`src/rtl/cfg_shadow_regs_pkg.sv`:
```
// cfg_regs_pkg
// Shared definitions for the configuration shadow register bank:
// commit FSM state encoding and the byte-lane merge helper used when
// applying strobed host writes to a shadow register.
package cfg_regs_pkg;

    // Commit FSM state encoding.
    localparam logic [1:0] IDLE_ENC    = 2'd0;
    localparam logic [1:0] PENDING_ENC = 2'd1;
    localparam logic [1:0] COPY_ENC    = 2'd2;

    typedef enum logic [1:0] {
        IDLE    = IDLE_ENC,
        PENDING = PENDING_ENC,
        COPY    = COPY_ENC
    } commit_state_t;

    // Byte-lane merge: the new byte replaces the old one only when its strobe is set.
    function automatic logic [7:0] byte_merge(
        input logic [7:0] old_byte,
        input logic [7:0] new_byte,
        input logic       strb
    );
        return strb ? new_byte : old_byte;
    endfunction

endpackage

```
`src/rtl/cfg_shadow_regs_if.sv`:
```
// cfg_shadow_regs_if
// Host-side bus of the configuration register bank: the strobed write
// channel, the registered read channel and the commit handshake.
// The host drives through the master modport; the register bank sits
// on the slave modport.
interface cfg_shadow_regs_if #(
    parameter int ADDR_WIDTH = 4,
    parameter int DATA_WIDTH = 16
);

    // Write channel.
    logic                      wr_valid;
    logic                      wr_ready;
    logic [ADDR_WIDTH-1:0]     wr_addr;
    logic [DATA_WIDTH-1:0]     wr_data;
    logic [DATA_WIDTH/8-1:0]   wr_strb;
    logic                      wr_err;

    // Read channel.
    logic                      rd_valid;
    logic [ADDR_WIDTH-1:0]     rd_addr;
    logic                      rd_data_valid;
    logic [DATA_WIDTH-1:0]     rd_data;
    logic                      rd_err;

    // Commit handshake.
    logic                      commit_req;
    logic                      commit_pending;
    logic                      commit_done;

    modport master (
        output wr_valid,
        output wr_addr,
        output wr_data,
        output wr_strb,
        input  wr_ready,
        input  wr_err,
        output rd_valid,
        output rd_addr,
        input  rd_data_valid,
        input  rd_data,
        input  rd_err,
        output commit_req,
        input  commit_pending,
        input  commit_done
    );

    modport slave (
        input  wr_valid,
        input  wr_addr,
        input  wr_data,
        input  wr_strb,
        output wr_ready,
        output wr_err,
        input  rd_valid,
        input  rd_addr,
        output rd_data_valid,
        output rd_data,
        output rd_err,
        input  commit_req,
        output commit_pending,
        output commit_done
    );

endinterface

```
`src/rtl/cfg_shadow_regs_fsm.sv`:
```
// cfg_commit_fsm
// Sequences a commit request: waits in PENDING until the array is idle,
// spends exactly one COPY cycle in which the datapath copies shadow into
// active, then pulses commit_done on the following cycle. Requests that
// arrive while a commit is already in flight are dropped, not queued.
module cfg_commit_fsm
    import cfg_regs_pkg::*;
(
    input  logic clk,
    input  logic rst_n,
    input  logic commit_req,
    input  logic array_idle,
    output logic commit_pending,
    output logic commit_done,
    output logic copy_en,
    output logic wr_ready
);

    commit_state_t state_q;
    commit_state_t state_d;

    // State register plus the registered commit_done pulse that follows the COPY cycle.
    always_ff @(posedge clk or negedge rst_n) begin
        if (!rst_n) begin
            state_q     <= IDLE;
            commit_done <= 1'b0;
        end else begin
            state_q     <= state_d;
            commit_done <= (state_q == COPY);
        end
    end

    // Next-state and Moore outputs; COPY always lasts exactly one cycle and blocks writes.
    always_comb begin
        state_d        = state_q;
        commit_pending = 1'b0;
        copy_en        = 1'b0;
        wr_ready       = 1'b1;
        unique case (state_q)
            IDLE: begin
                if (commit_req) begin
                    state_d = PENDING;
                end
            end
            PENDING: begin
                commit_pending = 1'b1;
                if (array_idle) begin
                    state_d = COPY;
                end
            end
            COPY: begin
                copy_en  = 1'b1;
                wr_ready = 1'b0;
                state_d  = IDLE;
            end
            default: begin
                state_d = IDLE;
            end
        endcase
    end

endmodule

```
`src/rtl/cfg_shadow_regs.sv`:
```
// cfg_shadow_regs
// Configuration register bank for the systolic array controller.
// Host writes go to a shadow bank (byte strobes, range checked); a commit
// copies the whole shadow bank into the active bank in a single cycle,
// and only while the array is idle, so the array never observes a
// partially updated configuration. Readback is registered and always
// reflects the shadow bank.
module cfg_shadow_regs
    import cfg_regs_pkg::*;
#(
    parameter int                    ADDR_WIDTH    = 4,
    parameter int                    DATA_WIDTH    = 16,
    parameter int                    NUM_REGISTERS = 8,
    parameter logic [DATA_WIDTH-1:0] RESET_VALUE   = '0
) (
    input  logic                                  clk,
    input  logic                                  rst_n,
    cfg_shadow_regs_if.slave                      host,
    input  logic                                  array_idle,
    output logic [NUM_REGISTERS-1:0]              shadow_dirty,
    output logic [NUM_REGISTERS*DATA_WIDTH-1:0]   active_flat
);

    localparam int NUM_BYTES = DATA_WIDTH / 8;
    localparam int IDX_W     = (NUM_REGISTERS > 1) ? $clog2(NUM_REGISTERS) : 1;
    // Register count widened by one bit so it can be compared against any address.
    localparam logic [ADDR_WIDTH:0] NUM_REGS_EXT = (ADDR_WIDTH + 1)'(NUM_REGISTERS);

    logic [DATA_WIDTH-1:0] shadow_q [NUM_REGISTERS];
    logic [DATA_WIDTH-1:0] active_q [NUM_REGISTERS];
    logic [DATA_WIDTH-1:0] wr_merged;

    logic                  wr_fire;
    logic                  wr_in_range;
    logic [IDX_W-1:0]      wr_idx;
    logic                  rd_in_range;
    logic [IDX_W-1:0]      rd_idx;
    logic                  copy_en;

    logic                  wr_err_q;
    logic                  rd_data_valid_q;
    logic [DATA_WIDTH-1:0] rd_data_q;
    logic                  rd_err_q;

    cfg_commit_fsm u_commit_fsm (
        .clk            (clk),
        .rst_n          (rst_n),
        .commit_req     (host.commit_req),
        .array_idle     (array_idle),
        .commit_pending (host.commit_pending),
        .commit_done    (host.commit_done),
        .copy_en        (copy_en),
        .wr_ready       (host.wr_ready)
    );

    assign wr_fire     = host.wr_valid && host.wr_ready;
    assign wr_in_range = ({1'b0, host.wr_addr} < NUM_REGS_EXT);
    assign wr_idx      = host.wr_addr[IDX_W-1:0];
    assign rd_in_range = ({1'b0, host.rd_addr} < NUM_REGS_EXT);
    assign rd_idx      = host.rd_addr[IDX_W-1:0];

    // Merge the strobed bytes of the incoming write over the addressed shadow register.
    always_comb begin
        wr_merged = '0;
        for (int b = 0; b < NUM_BYTES; b++) begin
            wr_merged[8*b +: 8] = byte_merge(shadow_q[wr_idx][8*b +: 8],
                                             host.wr_data[8*b +: 8],
                                             host.wr_strb[b]);
        end
    end

    // Shadow bank: updated by accepted in-range host writes only.
    always_ff @(posedge clk or negedge rst_n) begin
        if (!rst_n) begin
            for (int i = 0; i < NUM_REGISTERS; i++) begin
                shadow_q[i] <= RESET_VALUE;
            end
        end else if (wr_fire && wr_in_range) begin
            shadow_q[wr_idx] <= wr_merged;
        end
    end

    // Dirty flags: any accepted in-range write marks its register, even with no strobes; a commit clears all.
    always_ff @(posedge clk or negedge rst_n) begin
        if (!rst_n) begin
            shadow_dirty <= '0;
        end else if (copy_en) begin
            shadow_dirty <= '0;
        end else if (wr_fire && wr_in_range) begin
            shadow_dirty[wr_idx] <= 1'b1;
        end
    end

    // Active bank: whole-bank copy at the closing edge of the COPY cycle, otherwise frozen.
    always_ff @(posedge clk or negedge rst_n) begin
        if (!rst_n) begin
            for (int i = 0; i < NUM_REGISTERS; i++) begin
                active_q[i] <= RESET_VALUE;
            end
        end else if (copy_en) begin
            for (int i = 0; i < NUM_REGISTERS; i++) begin
                active_q[i] <= shadow_q[i];
            end
        end
    end

    // Flag an accepted write that addressed a register that does not exist.
    always_ff @(posedge clk or negedge rst_n) begin
        if (!rst_n) begin
            wr_err_q <= 1'b0;
        end else begin
            wr_err_q <= wr_fire && !wr_in_range;
        end
    end

    // Registered readback sampled before any same-cycle write lands; data holds between reads.
    always_ff @(posedge clk or negedge rst_n) begin
        if (!rst_n) begin
            rd_data_valid_q <= 1'b0;
            rd_data_q       <= '0;
            rd_err_q        <= 1'b0;
        end else begin
            rd_data_valid_q <= host.rd_valid;
            if (host.rd_valid) begin
                if (rd_in_range) begin
                    rd_data_q <= shadow_q[rd_idx];
                    rd_err_q  <= 1'b0;
                end else begin
                    rd_data_q <= '0;
                    rd_err_q  <= 1'b1;
                end
            end
        end
    end

    assign host.wr_err        = wr_err_q;
    assign host.rd_data_valid = rd_data_valid_q;
    assign host.rd_data       = rd_data_q;
    assign host.rd_err        = rd_err_q;

    for (genvar g = 0; g < NUM_REGISTERS; g++) begin : g_active_flat
        assign active_flat[g*DATA_WIDTH +: DATA_WIDTH] = active_q[g];
    end

endmodule
```
`src/flat_wrapper.sv`:
```
// flat-port wrapper written by rule: the top's interface ports become plain ports
module cfg_shadow_regs_flat import cfg_regs_pkg::*;
#(
    parameter int                    ADDR_WIDTH    = 4,
    parameter int                    DATA_WIDTH    = 16,
    parameter int                    NUM_REGISTERS = 8,
    parameter logic [DATA_WIDTH-1:0] RESET_VALUE   = '0
)
  (clk, rst_n, array_idle, shadow_dirty, active_flat, host_wr_valid, host_wr_addr, host_wr_data, host_wr_strb, host_wr_ready, host_wr_err, host_rd_valid, host_rd_addr, host_rd_data_valid, host_rd_data, host_rd_err, host_commit_req, host_commit_pending, host_commit_done);
  cfg_shadow_regs_if #(.ADDR_WIDTH(ADDR_WIDTH), .DATA_WIDTH(DATA_WIDTH)) host_i ();
  input  logic clk;
  input  logic rst_n;
  input  logic array_idle;
  output logic [NUM_REGISTERS-1:0] shadow_dirty;
  output logic [NUM_REGISTERS*DATA_WIDTH-1:0] active_flat;
  input wire logic [$bits(host_i.wr_valid)-1:0] host_wr_valid;
  input wire logic [$bits(host_i.wr_addr)-1:0] host_wr_addr;
  input wire logic [$bits(host_i.wr_data)-1:0] host_wr_data;
  input wire logic [$bits(host_i.wr_strb)-1:0] host_wr_strb;
  output wire logic [$bits(host_i.wr_ready)-1:0] host_wr_ready;
  output wire logic [$bits(host_i.wr_err)-1:0] host_wr_err;
  input wire logic [$bits(host_i.rd_valid)-1:0] host_rd_valid;
  input wire logic [$bits(host_i.rd_addr)-1:0] host_rd_addr;
  output wire logic [$bits(host_i.rd_data_valid)-1:0] host_rd_data_valid;
  output wire logic [$bits(host_i.rd_data)-1:0] host_rd_data;
  output wire logic [$bits(host_i.rd_err)-1:0] host_rd_err;
  input wire logic [$bits(host_i.commit_req)-1:0] host_commit_req;
  output wire logic [$bits(host_i.commit_pending)-1:0] host_commit_pending;
  output wire logic [$bits(host_i.commit_done)-1:0] host_commit_done;
  assign host_i.wr_valid = host_wr_valid;
  assign host_i.wr_addr = host_wr_addr;
  assign host_i.wr_data = host_wr_data;
  assign host_i.wr_strb = host_wr_strb;
  assign host_wr_ready = host_i.wr_ready;
  assign host_wr_err = host_i.wr_err;
  assign host_i.rd_valid = host_rd_valid;
  assign host_i.rd_addr = host_rd_addr;
  assign host_rd_data_valid = host_i.rd_data_valid;
  assign host_rd_data = host_i.rd_data;
  assign host_rd_err = host_i.rd_err;
  assign host_i.commit_req = host_commit_req;
  assign host_commit_pending = host_i.commit_pending;
  assign host_commit_done = host_i.commit_done;
  cfg_shadow_regs #(.ADDR_WIDTH(ADDR_WIDTH), .DATA_WIDTH(DATA_WIDTH), .NUM_REGISTERS(NUM_REGISTERS), .RESET_VALUE(RESET_VALUE)) u_core (.clk(clk), .rst_n(rst_n), .host(host_i), .array_idle(array_idle), .shadow_dirty(shadow_dirty), .active_flat(active_flat));
endmodule
```
`config.mk`:
```
export PLATFORM = sky130hd
export DESIGN_NAME = cfg_shadow_regs_flat
export DESIGN_NICKNAME = d
export VERILOG_FILES = /design/src/rtl/cfg_shadow_regs_pkg.sv /design/src/rtl/cfg_shadow_regs_if.sv /design/src/rtl/cfg_shadow_regs_fsm.sv /design/src/rtl/cfg_shadow_regs.sv /design/src/flat_wrapper.sv
export SDC_FILE = /design/constraint.sdc
export NUM_CORES = 1
export LEC_CHECK = 0
export ABC_CLOCK_PERIOD_IN_PS = 2000
export BUFFER_PORTS_ARGS = -buffer_cell sky130_fd_sc_hd__buf_2
export CAP_MARGIN = 30
export CORE_AREA = 2 2 217 176
export DETAILED_ROUTE_END_ITERATION = 16
export DIE_AREA = 0 0 219 178
export PLACE_DENSITY = 0.65
export RECOVER_POWER = 100
export SYNTH_ARGS = -nofsm -noshare
export SYNTH_HDL_FRONTEND = slang
export SYNTH_SLANG_ARGS = --single-unit
export TNS_END_PERCENT = 10
```
`constraint.sdc`:
```
create_clock -name clk -period 2 [get_ports clk]
set_input_delay 0.3 -clock clk [delete_from_list [all_inputs] [get_ports clk]]
set_output_delay 0.3 -clock clk [all_outputs]
set_load 0.005 [all_outputs]
```
==> impl_metrics.json, run 1 <==
{
  "antenna_found_initial": 0,
  "arrival_ps": 1640,
  "tightest_slew_ps": 1140,
  "period_share_pct": 97.1,
  "path_cells": "nor2b_4 > inv_6 > buf_16 > buf_2",
  "route.detailed.drc": 0,
  "area_delta_synth_final_pct": 22.8,
  "setup_tns_ps": 0,
  "viasPerCell": 5.09,
  "io_pins": 190,
  "post-route-util_pct": 42.7,
  "synth_edf_count": 0,
  "path_buf_inv": 3,
  "floorplan.initialDensity_pct": 34.8,
  "ys_seq_area_share_pct": 56.0,
  "min_path_type": "in -> reg",
  "n_antenna_cell": 0,
  "cts_tree": "built",
  "hold_viol": 0,
  "status": "complete, no violations",
  "crit_fanout": 27,
  "fmax_ghz": 0.515,
  "max-cap-violations": 0,
  "core_um2": 36700,
  "first_pass_iters": 5,
  "synth_top_area_share_pct": 56.0,
  "post-route-min-period_ps": 1940,
  "synthCells": 1113,
  "drt-initial-drc-count": 722,
  "finalSetupViolations": 0,
  "pwr-share-comb_pct": 27.3,
  "p_int_uw": 14400,
  "crit_required_ps": 1700,
  "htreeDepth": 1,
  "skew_ps": 19.1,
  "synth.lib_cells_used.distinct": 30,
  "min-delay-start": "host_wr_addr[3]",
  "grt_max_degree": 135,
  "critPathCaptureType": "output port",
  "startpoint": "u_core.u_commit_fsm.state_q[0]$_DFFE_PN0P_",
  "rsz0062_at_grt": "true",
  "ir_drop_mv": 0.662,
  "worst_path_max_delay_cell": "dfrtp_1",
  "clk_latency_ps": 570,
  "die_height_um": 178,
  "gr-usage-all-layers_pct": 19.9,
  "cp-start-kind": "register",
  "p_per_area_nw_per_um2": 1380,
  "clkTransAtPathRegs_ps": 60,
  "synthTopCellsByArea": "dfrtp_1, nand2_1, mux4_2",
  "synth_common_cells": "nand2_1, dfrtp_1, mux2_2, mux4_2, mux2i_1",
  "place_ws_ps": -101,
  "p_sw_share_pct": 33.6,
  "grt_pass1_vias": 9492,
  "cts_buffers": 31,
  "syn_nets": 1145,
  "wl_per_cell_um": 21.0,
  "crit_family": "buffers and inverters",
  "setup_slack_ps": 58.2,
  "slew_headroom_pct": 24.1,
  "ys_ff_latch": 286,
  "ys_warn_count": 0,
  "syn_avg_cell_area_um2": 11.5,
  "synth_flop_cell": "dfrtp_1",
  "portBuffers": 189,
  "grt_first_pass_wirelength_um": 59300,
  "gp_congestion": 0.918,
  "synth.most_common_cell": "nand2_1",
  "dp_hpwl_um": 27700,
  "nets": 1359,
  "fillers": 3519,
  "die_w_um": 219,
  "die_area_um2": 39000,
  "drive_gt1_share_pct": 33.6,
  "cts_sinks": 286,
  "drt_wl_total_um": 38700,
  "seqPwrFrac_pct": 46.8,
  "holdWs_ps": 51.7,
  "clk_path_buf_depth": 3,
  "r2r_start": "u_core.u_commit_fsm.state_q[1]$_DFFE_PN0P_",
  "netlist_area_um2": 12800,
  "yosys.area.top_type": "dfrtp_1",
  "gr-total-overflow": 0,
  "cp_slowest_stage_delay_ps": 430,
  "p_clk_share_pct": 25.9,
  "rows": 63,
  "vias": 9346,
  "crit_type": "reg -> out",
  "async_flop_share_pct": 100,
  "p_leak_uw": 0.00799,
  "antenna_left": 0,
  "root_buffer": "clkbuf_16",
  "drv_slew": 0,
  "p_switching_uw": 7260
}
[cell families (layout without fill, tap and decap cells)]
| group | Yosys count | in the layout | share of synthesized area [%] |
|---|---|---|---|
| flops | 286 | 286 | 56.0 |
| simple gates | 452 | 452 | 14.2 |
| buf+inv | 94 | 331 | 3.31 |
| compound gates | 55 | 55 | 2.51 |
| mux | 226 | 226 | 24.0 |
[sequential cells by signal, summed over array words and instances (netlist names)]
signal / cells
u_core.u_commit_fsm.commit_done: 1
u_core.host.rd_data_valid: 1
u_core.host.rd_err: 1
u_core.shadow_q: 128
u_core.active_flat: 128
u_core.shadow_dirty: 8
u_core.host.wr_err: 1
u_core.host.rd_data: 16
u_core.u_commit_fsm.state_q: 2
[area by class of cell]
class | instances | area, um2 | share of cell area, %
timing repair buffer | 250 | 1610 | 10.2
sequential | 286 | 7160 | 45.6
multi-input combinational | 733 | 5220 | 33.2
clock buffer | 45 | 908 | 5.79
tap | 487 | 609 | 3.88
clock inverter | 11 | 98.8 | 0.630
inverter | 25 | 98.8 | 0.630
[through the flow]
stage               instances  power, uW  area, um2
floorplan                1113      12600      12800
global placement         1775      15800      14600
detailed placement       1775      16000      14600
CTS                      1837      21800      15800
global route             1837      23000      15700
finish                   1837      21600      15700
[layout by cell type, fill, tap and decap left out, types with 2 or more instances in the layout]
master	count
nor2_1	20
inv_1	24
inv_6	2
clkinv_2	4
dlygate4sd3_1	4
nand3_1	15
clkbuf_16	31
o21a_1	3
buf_12	10
mux2i_1	47
nand2_1	386
buf_2	188
a21oi_1	21
mux2_4	9
dfrtp_1	286
nand2b_1	17
buf_4	38
clkbuf_2	3
clkinv_4	2
o21ai_0	16
or3_1	2
clkbuf_4	2
mux2_1	27
clkinvlp_4	3
mux2_2	94
clkbuf_8	8
nor2b_1	3
clkbuf_1	7
mux4_2	49
a22oi_1	15
bufbuf_16	2
[worst reg2reg max path: cells and delay by family (launching register included)]
kind / cells / cell delay [ps]
DFF: 1 / 400
muxes: 1 / 310
buffers and inverters: 2 / 290
and+or+nand+nor: 3 / 780
[routing by layer]
metal	vias up	global-route usage (%)	routed length (um)
met5	-	0	0
met4	0	6.42	1070
met3	69	5.29	3300
met2	360	26.6	15000
met1	4728	30.7	19200
li1	4189	-	-
[worst paths after layout]
check / to / slack, ps / cells past startpoint
setup / recovery: host_wr_ready / 60 / 4
setup reg to reg: u_core.shadow_q[122]$_DFFE_PN0P_ / 90 / 6
max in group asynchronous: u_core.active_flat[64]$_DFFE_PN0N_ / 320 / 3
hold / removal: u_core.host.wr_err$_DFF_PN0_ / 50 / 2
min in group asynchronous: u_core.host.rd_data_valid$_DFF_PN0_ / 230 / 2
hold reg to reg: u_core.active_flat[91]$_DFFE_PN0N_ / 470 / 2
[power groups by stage]
stage	logic (uW)	clock network [uW]	registers, uW
floorplan	3060	0	9490
global placement	5810	0	9980
detailed placement	5940	0	10100
CTS	6030	5730	10100
global route	6660	5960	10400
finish	5910	5600	10100
[what timing repair did]
| action | in CTS | in global routing |
|---|---|---|
| hold endpoints to repair | 48 | 0 |
| cloned | 2 | 0 |
| setup buffers | 0 | 0 |
| hold buffers | 4 | 0 |
| setup endpoints to repair | 1 | 12 |
| gates resized for setup | 1 | 2 |
Note: power is estimated with default switching activity, not from simulation.
==> inputs of run 2 (changes only) <==
ABC_AREA = 1   (was unset)
CORE_AREA = 2 2 222 181   (was 2 2 217 176)
DIE_AREA = 0 0 224 183   (was 0 0 219 178)
==> run 2 against run 1 <==
  * Sequential share of layout area down 0.79 points
  * Maximum frequency up 3.2%
  * Count of clock-buffer cells in the layout up 4
  * Global-route usage up 3.1 points
  * Combinational power down 10%
  * Power down 6.5%
  * Sequential power down 14%
  * Register-to-register slack better by 80 ps
  * Critical endpoint unchanged
==> impl_metrics.json, run 2 <==
{
  "status": "complete, no violations",
  "cp-start-kind": "register",
  "ys_ff_latch": 286,
  "synth_common_cells": "nand2_1, dfrtp_1, nand3_1, o21ai_0, inv_1",
  "slew_headroom_pct": 29.6,
  "arrival_ps": 1580,
  "io_pins": 190,
  "setup_slack_ps": 118,
  "rows": 65,
  "crit_type": "reg -> out",
  "synth.mux.area_fraction_pct": 0,
  "gp_congestion": 0.892,
  "r2r_end": "u_core.shadow_q[25]$_DFFE_PN0P_",
  "regArea_um2": 7160,
  "rsz0062_at_grt": "false",
  "critPathCaptureType": "output port",
  "dp_cells": 2372,
  "final_cell_mix": "nand2_1, dfrtp_1, nand3_1, o21ai_0, inv_1",
  "synth_flop_cell": "dfrtp_1",
  "place_ws_ps": 135,
  "cts_buffers": 34,
  "clk_latency_ps": 510,
  "layout_commonest_cell": "nand2_1",
  "syn_nets": 1771,
  "tightest_slew_ps": 1060,
  "synthTopCellsByArea": "dfrtp_1, nand2_1, nand3_1",
  "synth_xor_area_share_pct": 0,
  "drv_slew": 0,
  "synth.lib_cells_used.distinct": 23,
  "grt_pass1_vias": 11700,
  "clk_path_buf_depth": 3,
  "stdcell_count": 2435,
  "r2r_start": "u_core.u_commit_fsm.state_q[1]$_DFFE_PN0P_",
  "fmax_ghz": 0.531,
  "cts_sinks": 286,
  "netlist_area_um2": 13400,
  "die_height_um": 183,
  "antenna_left": 0,
  "drt_wl_total_um": 47400,
  "p_leak_uw": 0.00825,
  "synth_compound_area_share_pct": 8.36,
  "clkTransAtPathRegs_ps": 60,
  "n_antenna_cell": 0,
  "async_flop_share_pct": 100,
  "antenna_found_initial": 1,
  "worstRegToRegCells": 6,
  "yosys.area.top_type": "dfrtp_1",
  "crit_fanout": 64,
  "area_delta_synth_final_pct": 19.1,
  "core_um2": 38800,
  "syn_avg_cell_area_um2": 7.72,
  "p_per_area_nw_per_um2": 1270,
  "synth.most_common_cell": "nand2_1",
  "skew_ps": 12.2,
  "nets": 1940,
  "fillers": 3888,
  "die_w_um": 224,
  "startpoint": "u_core.u_commit_fsm.state_q[1]$_DFFE_PN0P_",
  "post-route-min-period_ps": 1880,
  "viasPerCell": 5.17,
  "max-cap-violations": 0,
  "synth_fa_ha_area_share_pct": 0,
  "grt_first_pass_wirelength_um": 71900,
  "synth_top_family_by_area": "simple AND/OR/NAND/NOR gates",
  "endpoint": "host_wr_ready",
  "gr-usage-all-layers_pct": 22.9,
  "portBuffers": 189,
  "grt_max_degree": 77,
  "route.detailed.drc": 0,
  "finalSetupViolations": 0,
  "first_pass_iters": 7,
  "synthSimpleGateAreaFrac_pct": 30.8,
  "vias": 12600,
  "synthCells": 1739,
  "crit_required_ps": 1700,
  "drt-initial-drc-count": 1445,
  "reg2reg_slack_ps": 170,
  "htreeDepth": 2,
  "ys_seq_area_share_pct": 53.3,
  "cts_setup_buffers": 0,
  "hold_viol": 0,
  "wl_per_cell_um": 19.5,
  "period_share_pct": 94.1,
  "multi_input_area_um2": 5220,
  "root_buffer": "clkbuf_16",
  "ir_drop_mv": 0.554,
  "floorplan.initialDensity_pct": 34.6,
  "synth_top_area_share_pct": 53.3,
  "cts_tree": "built",
  "setup_tns_ps": 0,
  "post-route-util_pct": 41.2,
  "gr-total-overflow": 0,
  "dp_hpwl_um": 33600,
  "min_path_type": "in -> reg",
  "ys_warn_count": 0,
  "drive_gt1_share_pct": 9.93,
  "synth_edf_count": 0,
  "die_area_um2": 41000
}
==> run 2: cell types whose count changed after synthesis, sizes merged, moves of 15 or more <==
cell,delta
nand2,+281
nand3,+210
mux2,-130
o21ai,+128
inv,+119
nor2,+61
mux4,-49
mux2i,-47
o211ai,+32
buf,+21
clkbuf,+17
nand2b,-17
a22oi,-15
or2,+15
==> run 2: layout make-up <==
cell class	count	share of cell area, %
Clock buffer	49	6.33
Clock inverter	12	0.752
Inverter	147	3.45
Multi-Input combinational cell	1199	32.7
Sequential cell	286	44.8
Tap cell	502	3.93
Timing Repair Buffer	240	8.08
==> run 2: what timing repair did <==
action / in CTS / in global routing
gates resized for setup: 0 / 0
endpoints found under the hold margin: 45 / 0
hold buffers: 2 / 0
==> run 2: through the flow <==
| step | cell area [um2] | power (uW) | hold slack (ps) |
|---|---|---|---|
| floorplan | 13400 | 11400 | 4.41 |
| global placement | 15100 | 14100 | 270 |
| detailed placement | 15100 | 14200 | 269 |
| CTS | 16300 | 20600 | 24.0 |
| global route | 16000 | 21500 | 59.2 |
| finish | 16000 | 20200 | 35.4 |
==> run 2: worst min path at each step <==
stage                                                            end  slack (ps)  cells past startpoint     startpoint
after floorplan                    u_core.active_flat[0]$_DFFE_PN0N_           4                      0          rst_n
after global placement            u_core.shadow_dirty[5]$_DFFE_PN0P_         270                      1          rst_n
after detailed placement          u_core.shadow_dirty[5]$_DFFE_PN0P_         270                      1          rst_n
after CTS                 u_core.u_commit_fsm.state_q[1]$_DFFE_PN0P_          20                      3     array_idle
after global routing                    u_core.host.wr_err$_DFF_PN0_          60                      3  host_wr_valid
final                     u_core.u_commit_fsm.state_q[1]$_DFFE_PN0P_          40                      3     array_idle
==> run 2: cells by family after synthesis <==
kind of cell,Yosys count
buf+inv,254
flops,286
compound gates,208
simple gates,991
==> run 2: power breakdown <==
group	switching [uW]	leakage [uW]	internal, uW
clock network	2480	0.000558	3780
registers	1120	0.00370	7550
logic	3540	0.00399	1740
==> run 2: layer usage <==
| layer | wire length [um] | up-vias | track usage (%) |
|---|---|---|---|
| met5 | 9 | - | 0 |
| met4 | 1200 | 2 | 6.24 |
| met3 | 4980 | 87 | 5.43 |
| met2 | 18800 | 670 | 30.8 |
| met1 | 22400 | 5982 | 36.1 |
| li1 | - | 5845 | - |
==> run 2: worst max-delay path, stage by stage (launching register included) <==
cell     delay, ps
dfrtp_1        470
nand2_8        130
buf_12         240
buf_2          170
==> inputs of run 3 (changes only) <==
BUFFER_PORTS_ARGS = -buffer_cell sky130_fd_sc_hd__buf_4   (was -buffer_cell sky130_fd_sc_hd__buf_2)
HOLD_SLACK_MARGIN = 0.05   (was unset)
==> run 3 against run 2 <==
  * Sequential share of layout area shrank 1.4 points
  * Register-to-register slack lost 40 ps
  * Utilization grew 1.3 points
  * Non-clock buffer count grew 8
  * Maximum frequency shrank 2.3%
  * Die area is the same
  * Cell count grew 0.16%
  * Via count is essentially flat
  * First-iteration DRC count grew 1.0%
  * Combinational power grew 6.0%
  * Clock skew shrank 2.8 ps
  * Critical path depth is the same
  * Highest routed layer is now met4
==> impl_metrics.json, run 3 (synthesis gave the netlist of run 2 again) <==
{
  "p_leak_uw": 0.00855,
  "setup_slack_ps": 74.4,
  "clk_path_buf_depth": 3,
  "core_um2": 38800,
  "die_area_um2": 41000,
  "min_to": "u_core.host.rd_data[1]$_DFFE_PN0P_",
  "cp-start-kind": "register",
  "crit_required_ps": 1700,
  "portBuffers": 189,
  "nets": 1945,
  "min_path_type": "in -> reg",
  "critPathCaptureType": "output port",
  "r2r_start": "u_core.u_commit_fsm.state_q[1]$_DFFE_PN0P_",
  "dp_hpwl_um": 33900,
  "slew_headroom_pct": 17.1,
  "p_per_area_nw_per_um2": 1260,
  "drv_slew": 0,
  "ir_drop_mv": 0.495,
  "clkTransAtPathRegs_ps": 60,
  "root_buffer": "clkbuf_16",
  "stdcell_count": 2439,
  "grt_max_degree": 90,
  "grt_pass1_vias": 11900,
  "reg2reg_slack_ps": 130,
  "route.detailed.drc": 0,
  "dp_cells": 2376,
  "worstRegToRegCells": 6,
  "grt_first_pass_wirelength_um": 72500,
  "wl_per_cell_um": 19.2,
  "rsz0062_at_grt": "false",
  "hold_depth": 4,
  "gr-usage-all-layers_pct": 22.9,
  "vias": 12600,
  "r2r_end": "u_core.shadow_q[39]$_DFFE_PN0P_",
  "fmax_ghz": 0.519,
  "max-cap-violations": 0,
  "drive_gt1_share_pct": 13.2,
  "place_ws_ps": 159,
  "cts_tree": "built",
  "floorplan.initialDensity_pct": 34.6,
  "io_pins": 190,
  "antenna_found_initial": 1,
  "die_height_um": 183,
  "first_pass_iters": 6,
  "tightest_slew_ps": 1240,
  "area_delta_synth_final_pct": 22.8,
  "gp_congestion": 0.956,
  "clk_latency_ps": 560,
  "holdWs_ps": 102,
  "final_cell_mix": "nand2_1, dfrtp_1, nand3_1, o21ai_0, inv_1",
  "finalSetupViolations": 0,
  "htreeDepth": 1,
  "crit_type": "reg -> out",
  "post-route-min-period_ps": 1930,
  "gr-total-overflow": 0,
  "die_w_um": 224,
  "viasPerCell": 5.16,
  "setup_tns_ps": 0,
  "status": "complete, no violations",
  "post-route-util_pct": 42.5,
  "antenna_left": 0,
  "layout_commonest_cell": "nand2_1",
  "cts_sinks": 286,
  "cts_buffers": 31,
  "drt_wl_total_um": 46900,
  "period_share_pct": 96.3,
  "crit_fanout": 68,
  "hold_viol": 0,
  "arrival_ps": 1630,
  "skew_ps": 9.38,
  "rows": 65,
  "drt-initial-drc-count": 1460,
  "min-delay-start": "host_rd_addr[3]"
}
==> run 3: cell types whose count changed in the layout (fill, tap and decap cells not counted), sizes merged, moves of 4 or more <==
cell,before,now
buf,101,71
bufinv,2,8
clkbuf,186,210
dlygate4sd3,2,6
==> run 3: final cells by class <==
| type | count | area, um2 |
|---|---|---|
| Tap cell | 502 | 628 |
| Clock inverter | 17 | 293 |
| Inverter | 147 | 552 |
| Sequential cell | 286 | 7160 |
| Fill cell | 3873 | 22300 |
| Multi-Input combinational cell | 1199 | 5230 |
| Clock buffer | 39 | 846 |
| Timing Repair Buffer | 248 | 1780 |
| Antenna cell | 1 | 2.50 |
==> run 3: power breakdown <==
part           total, uW  internal [uW]  leakage (uW)  switching (uW)
clock network       6420           4010      0.000565            2410
logic               5610           2120       0.00429            3480
registers           8700           7550       0.00370            1140
==> run 3: repair_timing <==
| action | CTS | global route |
|---|---|---|
| gates resized for setup | 0 | 0 |
| buffers inserted | 0 | 0 |
| hold buffers | 6 | 0 |
| endpoints found under the hold margin | 131 | 0 |
==> run 3: how the worst max path moves through the flow <==
stage | start | endpoint | slack, ps | cells past startpoint
2_1_floorplan | u_core.u_commit_fsm.state_q[1]$_DFFE_PN0P_ | u_core.shadow_q[22]$_DFFE_PN0P_ | 500 | 7
6_report | u_core.u_commit_fsm.state_q[1]$_DFFE_PN0P_ | host_wr_ready | 70 | 3
3_5_place_dp | host_wr_addr[0] | u_core.shadow_q[75]$_DFFE_PN0P_ | 160 | 10
5_1_grt | u_core.u_commit_fsm.state_q[1]$_DFFE_PN0P_ | host_wr_ready | 6 | 3
4_1_cts | u_core.u_commit_fsm.state_q[1]$_DFFE_PN0P_ | host_wr_ready | 50 | 3
3_3_place_gp | host_wr_addr[0] | u_core.shadow_q[75]$_DFFE_PN0P_ | 180 | 10
==> run 3: routing by layer <==
metal | routed length (um) | track usage, % | vias to the layer above
li1 | - | - | 5862
met1 | 21900 | 35.1 | 6025
met2 | 19100 | 32.1 | 631
met3 | 4680 | 5.13 | 73
met4 | 1270 | 6.11 | 0
met5 | 0 | 0 | -
==> run 3: per-stage QoR <==
step,total power (uW),cell area [um2]
6_report,20700,16500
5_1_grt,22000,16500
4_1_cts,21300,16900
3_5_place_dp,14800,15700
3_3_place_gp,14700,15700
2_1_floorplan,11400,13400
==> run 3: critical path, stage by stage (launching register included) <==
cell and delay (ps):
dfrtp_1 470, nand2_8 140, buf_12 240, buf_4 170
